[src/rtl/mm_result_unloader.sv]
// Result unloader for the 3x3 matrix-multiply MAC array: snapshots the nine
// accumulators on an unload edge and streams the valid rows x cols region row-major.
module mm_result_unloader #(
  parameter int RES_W = 10
) (
  input  logic               clk,
  input  logic               rst,
  input  logic               unload_res,
  input  logic [1:0]         row_w,
  input  logic [1:0]         col_x,
  input  logic [9*RES_W-1:0] mac_res,
  output logic [RES_W-1:0]   out_data,
  output logic               out_valid,
  input  logic               out_ready,
  output logic               out_last,
  output logic               busy,
  output logic               done
);

  localparam logic [1:0] IDLE   = 2'd0;
  localparam logic [1:0] STREAM = 2'd1;
  localparam logic [1:0] FIN    = 2'd2;

  logic [1:0]       state;
  logic             prev;
  logic             start;
  logic [1:0]       rows;
  logic [1:0]       cols;
  logic [1:0]       r;
  logic [1:0]       c;
  logic [3:0]       idx;
  logic             at_last_col;
  logic             at_last_row;
  logic [RES_W-1:0] snap [0:8];

  assign start       = unload_res & ~prev;
  assign idx         = 4'(r) * 4'd3 + 4'(c);
  assign at_last_col = (c == cols - 2'd1);
  assign at_last_row = (r == rows - 2'd1);

  // Outputs decode straight from registered state, so they are glitch-free
  // and independent of out_ready.
  assign busy      = (state == STREAM);
  assign out_valid = busy;
  assign out_last  = busy & at_last_col & at_last_row;
  assign out_data  = busy ? snap[idx] : '0;
  assign done      = (state == FIN);

  always_ff @(posedge clk) begin
    if (rst) begin
      state <= IDLE;
      prev  <= 1'b0;
      rows  <= 2'd0;
      cols  <= 2'd0;
      r     <= 2'd0;
      c     <= 2'd0;
      for (int k = 0; k < 9; k++) snap[k] <= '0;
    end else begin
      // The edge detector keeps tracking even while a stream is in flight,
      // so a level held high across done cannot retrigger.
      prev <= unload_res;
      case (state)
        IDLE: begin
          if (start) begin
            if (row_w != 2'd0 && col_x != 2'd0) begin
              for (int k = 0; k < 9; k++) snap[k] <= mac_res[k*RES_W +: RES_W];
              rows  <= row_w;
              cols  <= col_x;
              r     <= 2'd0;
              c     <= 2'd0;
              state <= STREAM;
            end else begin
              state <= FIN;
            end
          end
        end
        STREAM: begin
          if (out_ready) begin
            if (!at_last_col) begin
              c <= c + 2'd1;
            end else if (!at_last_row) begin
              c <= 2'd0;
              r <= r + 2'd1;
            end else begin
              state <= FIN;
            end
          end
        end
        FIN:     state <= IDLE;
        default: state <= IDLE;
      endcase
    end
  end

endmodule

[config.mk]
export PLATFORM = sky130hd
export DESIGN_NAME = mm_result_unloader
export DESIGN_NICKNAME = d
export VERILOG_FILES = /design/src/rtl/mm_result_unloader.sv
export SDC_FILE = /design/constraint.sdc
export NUM_CORES = 1
export LEC_CHECK = 0
export CAP_MARGIN = 40
export CORE_ASPECT_RATIO = 0.9
export CORE_UTILIZATION = 25
export CTS_CLUSTER_DIAMETER = 50
export DETAILED_ROUTE_END_ITERATION = 7
export PLACE_DENSITY = 0.55
export SETUP_SLACK_MARGIN = 0.4
export SLEW_MARGIN = 20
export SYNTH_ARGS = -nofsm -noshare
export SYNTH_HDL_FRONTEND = slang
export SYNTH_SLANG_ARGS = --single-unit
export TNS_END_PERCENT = 1
[constraint.sdc]
create_clock -name clk -period 5.2 [get_ports clk]
set_clock_uncertainty 0.15 [all_clocks]
set_input_delay 1.56 -clock clk [delete_from_list [all_inputs] [get_ports clk]]
set_output_delay 1.56 -clock clk [all_outputs]
set_load 0.02 [all_outputs]
==> results of run 1 <==
-- cells in the final DEF (no fill, tap or decap), types with 2 or more instances in the layout --
master           count
mux2_2              10
clkdlybuf4s50_1    101
and2_1              36
clkinvlp_4           2
ha_1                 2
nor3b_2              2
nor2b_1              5
inv_1                5
a21oi_1              7
nor3b_1              4
nand4b_1             2
nand2b_1             8
buf_4               11
mux4_2              10
clkbuf_16            9
mux2i_1             15
a211oi_1             2
a2111o_1             2
a31oi_2              4
edfxtp_1            90
a31oi_1             10
bufinv_16            2
nand2_1              8
clkbuf_2             2
dfxtp_1              9
buf_12               5
nor2_1               5
dfxtp_2              2
xnor2_1              2
nand3_1              4
and2_2              55
buf_2                2
o21ai_0             11
nor3_1               5
-- worst register-to-register path, delay by kind of cell (launching register included) --
kind	cells	cell delay [ps]
simple gates	2	1280
flops	1	380
buf+inv	1	370
-- cells by family after synthesis --
logic type	synth area share, %
flip-flops	60.0
adder cells (fa/ha/maj)	1.59
AND/OR/NAND/NOR	19.5
AO/OA/AOI/OAI	5.42
buffers and inverters	2.88
XOR/XNOR	0.360
multiplexers	10.3
-- final timing paths --
check | depth (start not counted) | endpoint | from
max | 11 | out_data[7] | r[0]$_SDFFE_PP0P_
max reg2reg | 3 | snap[1][3]$_SDFFCE_PN0P_ | state[1]$_SDFFE_PP0P_
min reg2reg | 2 | cols[0]$_SDFFE_PP0P_ | cols[0]$_SDFFE_PP0P_
min | 2 | cols[0]$_SDFFE_PP0P_ | cols[0]$_SDFFE_PP0P_
-- per-stage QoR --
| stage | hold slack, ps | cells | cell area (um2) | total power, mW | setup slack [ps] |
|---|---|---|---|---|---|
| 2_1_floorplan | 325 | 357 | 4870 | 1.10 | 606 |
| 3_3_place_gp | 357 | 705 | 6320 | 1.24 | 204 |
| 3_5_place_dp | 375 | 705 | 6320 | 1.24 | 160 |
| 4_1_cts | 393 | 721 | 6670 | 1.96 | 310 |
| 5_1_grt | 396 | 721 | 6670 | 2.01 | 355 |
| 6_report | 378 | 721 | 6670 | 1.93 | 496 |
-- registers in the layout, summed over array words and instances (netlist names) --
register and cells:
state 2, snap 90, cols 2, c 2, rows 2, prev 1, r 2
-- what timing repair did --
item	4_1_cts	5_1_grt
pin swaps	2	5
resized for setup	40	28
buffers inserted	0	0
endpoints found under the setup margin	10	10
-- final cells by class --
class / count / area, um2
Sequential cell: 101 / 2930
Clock inverter: 6 / 87.6
Timing Repair Buffer: 121 / 1210
Multi-Input combinational cell: 227 / 1870
Tap cell: 250 / 313
Clock buffer: 10 / 229
Fill cell: 1845 / 12500
Inverter: 6 / 22.5
-- power by group --
| group | internal, mW | leakage, nW | switching, mW |
|---|---|---|---|
| clock | 0.421 | 0.146 | 0.291 |
| combinational | 0.141 | 1.19 | 0.115 |
| sequential | 0.947 | 1.04 | 0.0192 |
| total | 1.51 | 2.37 | 0.425 |
-- per-layer routing --
layer | global-route usage (%) | part of all wire, %
met3 | 3.78 | 6.2
met4 | 3.80 | 1.4
met2 | 18.9 | 46
met5 | 0 | 0
met1 | 16.6 | 46
==> impl_results.md, run 1 <==
* Vias in the first global route at 3237
* Die area at 20100 um2
* CP Launch Type: flip-flop
* DP Wirelength at ~8600 um
* Total gr overflow at 0
* Final setup TNS at 0 ps
* Root buf cell: clkbuf_16
* Area growth syn-to-layout at 36.8%
* Synth top area cells: edfxtp_1 55%, and2_2 8.5%, and2_1 4.6%
* Number of diodes at 0
* Max_cap viols at 0
* Drt wl/cell at 16.3 um
* Arr. time, crit path at 2990 ps
* PD cells at 290 nW/um2
* Synthesized instance count at 357
* Core Area at 19200 um2
* CP delay by family, top: adder cells
* Synth warnings at 0
* Average size of a mapped cell at 13.7 um2
* CP Class: reg -> out
* DR pass1 iterations at 7
* Nets at 569
* Hold Crit Class: reg -> reg
* Post-route ant nets at 0
* RSZ-0062 raised after global routing: true
* CP required at around 3500 ps
* CTS max path bufs at 2
* Global-route wire length before repair at 18000 um
* Crit Path Max Fanout at 6
* Num CTS Buffers at 9
* Leak pwr at between 2 and 2.5 nW
* Hold_buf cts at 0
* Initial DRC count at 147
* Drt via density at 4.32
* Final Max Slew Viols at 0
* Routed via count at 3115
* CP most frequent cell: inv_1
* Post-synth cell types at 42
* Failing checks: DRC
* Most numerous cell in the Yosys netlist: edfxtp_1
* Endpoint type of the worst setup path: output port
* Initial antenna violation count at 0
* Clk_lat worst skew at roughly 340 ps
* Clock sinks at approximately 100
* Share of layout cells above drive strength 1 at 27.4%
* Critical-path top delay cell: fa_2
* Synth Cell Area at 4870 um2
* Post-synth net total at 460
* Ys async rst share at 0%
* Fmax at 213 MHz
* Final period util at 90.5%
* Top FF cell, synth: edfxtp_1
* Register area share after synthesis at 60.0%
* Top cells by instance count after synthesis: 90 x edfxtp_1, 55 x and2_2, 36 x and2_1, 15 x mux2i_1, 14 x a31oi_1
* Status: finished with violations
* Reg-to-reg setup timing slack at between 2000 and 3000 ps
* Die Y at 134 um
* # rows at 48
* RePlAce Congestion at 0.683
* Clock transition at the registers of the reported paths at 70 ps
* Top cell type by total area after synthesis: edfxtp_1
* Core Util, Final at a little over a third
* Worst-margin pin slew at around 670 ps
* Initial Utilization at 25.4%
* Final Critical Period at 4700 ps
* EDFF count, synth at 90
* Worst vdd ir at 0.136 mV
* CTS tree: done
* Final setup fails at 0
* Buf/Inv on CP at 5
* IO Count at 112
* Synth top area share at 55.5%
* Slew headroom at 55.0%
* DR DRC count at 1
* GRT Total Usage at 12.3%
* Die extent in x at 149 um
* DRT Wirelength at between 10000 and 15000 um
* CTS HTree Levels at 3
* Pin count of the biggest net entering global routing at 50
* Max incr delay on CP at 580 ps
* Crit-path cells: inv_1 > fa_1 > inv_1 > ha_1 > inv_1 > fa_2 > buf_4 > mux4_2 > nand2b_1 > a31oi_2 > buf_4
* FF+latch count, synth at ~100
* Final Hold Vio Count at 0
* I/O Buffers at 111
Note: power is estimated with default switching activity, not from simulation.
==> run 2: changes to the inputs <==
==> constraint.sdc (replaced) <==
create_clock -name clk -period 5.2 [get_ports clk]
set_clock_uncertainty 0.15 [all_clocks]
set_input_delay 1.04 -clock clk [delete_from_list [all_inputs] [get_ports clk]]
set_output_delay 1.04 -clock clk [all_outputs]
set_load 0.02 [all_outputs]
==> impl_results.md, run 2 (synthesis results as in run 1) <==
* Status: finished with violations
* Failing checks: DRC
* Core Area at 19200 um2
* Clock sinks at 101
* Fmax at 202 MHz
* R2R depth at 5
* Num CTS Buffers at 9
* CTS HTree Levels at 3
* CP most frequent cell: inv_1
* Worst vdd ir at 0.135 mV
* Root buf cell: clkbuf_16
* Crit-path cells: inv_1 > fa_1 > inv_1 > ha_1 > inv_1 > fa_2 > buf_4 > mux4_2 > nand2_1 > a31oi_1 > clkdlybuf4s50_1
* Commonest non-fill, non-tap cell in the layout: clkdlybuf4s50_1
* Worst Hold Endpoint: r[1]$_SDFFE_PP0P_
* DP Wirelength at 8610 um
* Non-Filler Instances at about 720
* Top reg by flops: snap
* Final Hold Vio Count at 0
* PD cells at 281 nW/um2
* Share of layout cells above drive strength 1 at about 23%
* Arr. time, crit path at about 3800 ps
* Endpoint type of the worst setup path: output port
* Die Y at ~130 um
* Number of diodes at 0
* Placed cell count at 702
* RePlAce Congestion at 0.759
* Drt wl/cell at 15.9 um
* Tot Pwr at 1.83 mW
* Final Critical Period at 4960 ps
* Core Util, Final at 34.1%
* I/O Buffers at 111
* CP required at 4010 ps
* Die area at 20100 um2
* Reg-to-reg setup timing slack at 2510 ps
* RR Endpoint: snap[1][0]$_SDFFCE_PN0P_
* Reg2Reg Launch Point: prev$_SDFF_PP0_
* Initial antenna violation count at 0
* DR DRC count at 1
* Max incr delay on CP at 690 ps
* CP Launch Type: flip-flop
* Final Max Slew Viols at 0
* Initial Utilization at 25.4%
* # rows at 48
* CTS tree: done
* Drt via density at 4.27
* Hold slack at 373 ps
* CP Class: reg -> out
* Die extent in x at between 100 and 150 um
* Max_cap viols at 0
* Post-route ant nets at 0
* Crit Path Max Fanout at 10
* Total gr overflow at 0
* Hold_buf cts at 0
* RSZ-0062 raised after global routing: true
* Buf/Inv on CP at 5
* Routed via count at 3067
* Vias in the first global route at 3179
* Slew headroom at between 50% and 60%
* Critical-path top delay cell: fa_2
* DRT Wirelength at 11400 um
* GRT Total Usage at 12.0%
* DR pass1 iterations at 6
* Global-route wire length before repair at 17500 um
* Final setup TNS at 0 ps
* Fillers at 1874
* Pin count of the biggest net entering global routing at 50
* Max reg flops at 90
* Area growth syn-to-layout at 34.0%
* Worst-margin pin slew at about 700 ps
* Leak pwr at roughly 2.3 nW
* Clk_lat worst skew at 350 ps
* Final setup fails at 0
* Final period util at 95.3%
* CP delay by family, top: adder cells
* IO Count at between 100 and 150
* Most frequent cells in the layout: 109 x clkdlybuf4s50_1, 90 x edfxtp_1, 55 x and2_2, 36 x and2_1, 15 x mux2i_1
* Nets at 566
* CTS max path bufs at 2
* Clock transition at the registers of the reported paths at approximately 70 ps
* Min-delay src: r[1]$_SDFFE_PP0P_
* Worst hold path stage count at 2
* Hold Crit Class: reg -> reg
* Initial DRC count at 163
## run 2: layout make-up
cell class                      count  area (um2)  share of cell area (%)
Sequential cell                   101        2920                    44.8
Timing Repair Buffer              118        1180                    18.0
Tap cell                          250         313                    4.79
Clock buffer                        9         225                    3.45
Multi-Input combinational cell    227        1820                    27.9
Clock inverter                      7        48.8                   0.747
Inverter                            6        22.5                   0.345
## run 2: metal layers
layer,part of all wire [%],up-vias,wire length [um],track usage (%)
li1,-,1507,-,-
met1,44,1461,5060,15.4
met2,48,89,5450,18.8
met3,6.8,10,773,4.09
met4,1.4,0,155,4.08
met5,0,-,0,0
## run 2: stage by stage
stage	setup slack (ps)	cell area [um2]
2_1_floorplan	1130	4870
3_3_place_gp	525	6250
3_5_place_dp	495	6250
4_1_cts	250	6530
5_1_grt	83.5	6530
6_report	245	6530
## run 2: worst max path at each step
stage,start,to,cells after the start
detailed placement,r[0]$_SDFFE_PP0P_,out_data[5],10
CTS,r[0]$_SDFFE_PP0P_,out_data[8],11
floorplan,r[0]$_SDFFE_PP0P_,out_data[0],11
global placement,r[0]$_SDFFE_PP0P_,out_data[5],10
global route,r[0]$_SDFFE_PP0P_,out_data[6],11
finish,r[0]$_SDFFE_PP0P_,out_data[5],11
## run 2: power breakdown
part,leakage [nW],internal (mW),switching (mW)
clock network,0.126,0.325,0.294
registers,1.04,0.946,0.0187
logic,1.15,0.139,0.111
## run 2: worst min-delay path: stages, from the launching register on
cell and delay, ps:
dfxtp_1 340, nand3_1 70, nand3_1 60
## run 2: what timing repair did
item                                    in CTS  in global routing
resized for setup                            3                  1
endpoints found under the setup margin      10                 10
buffers inserted                             0                  0
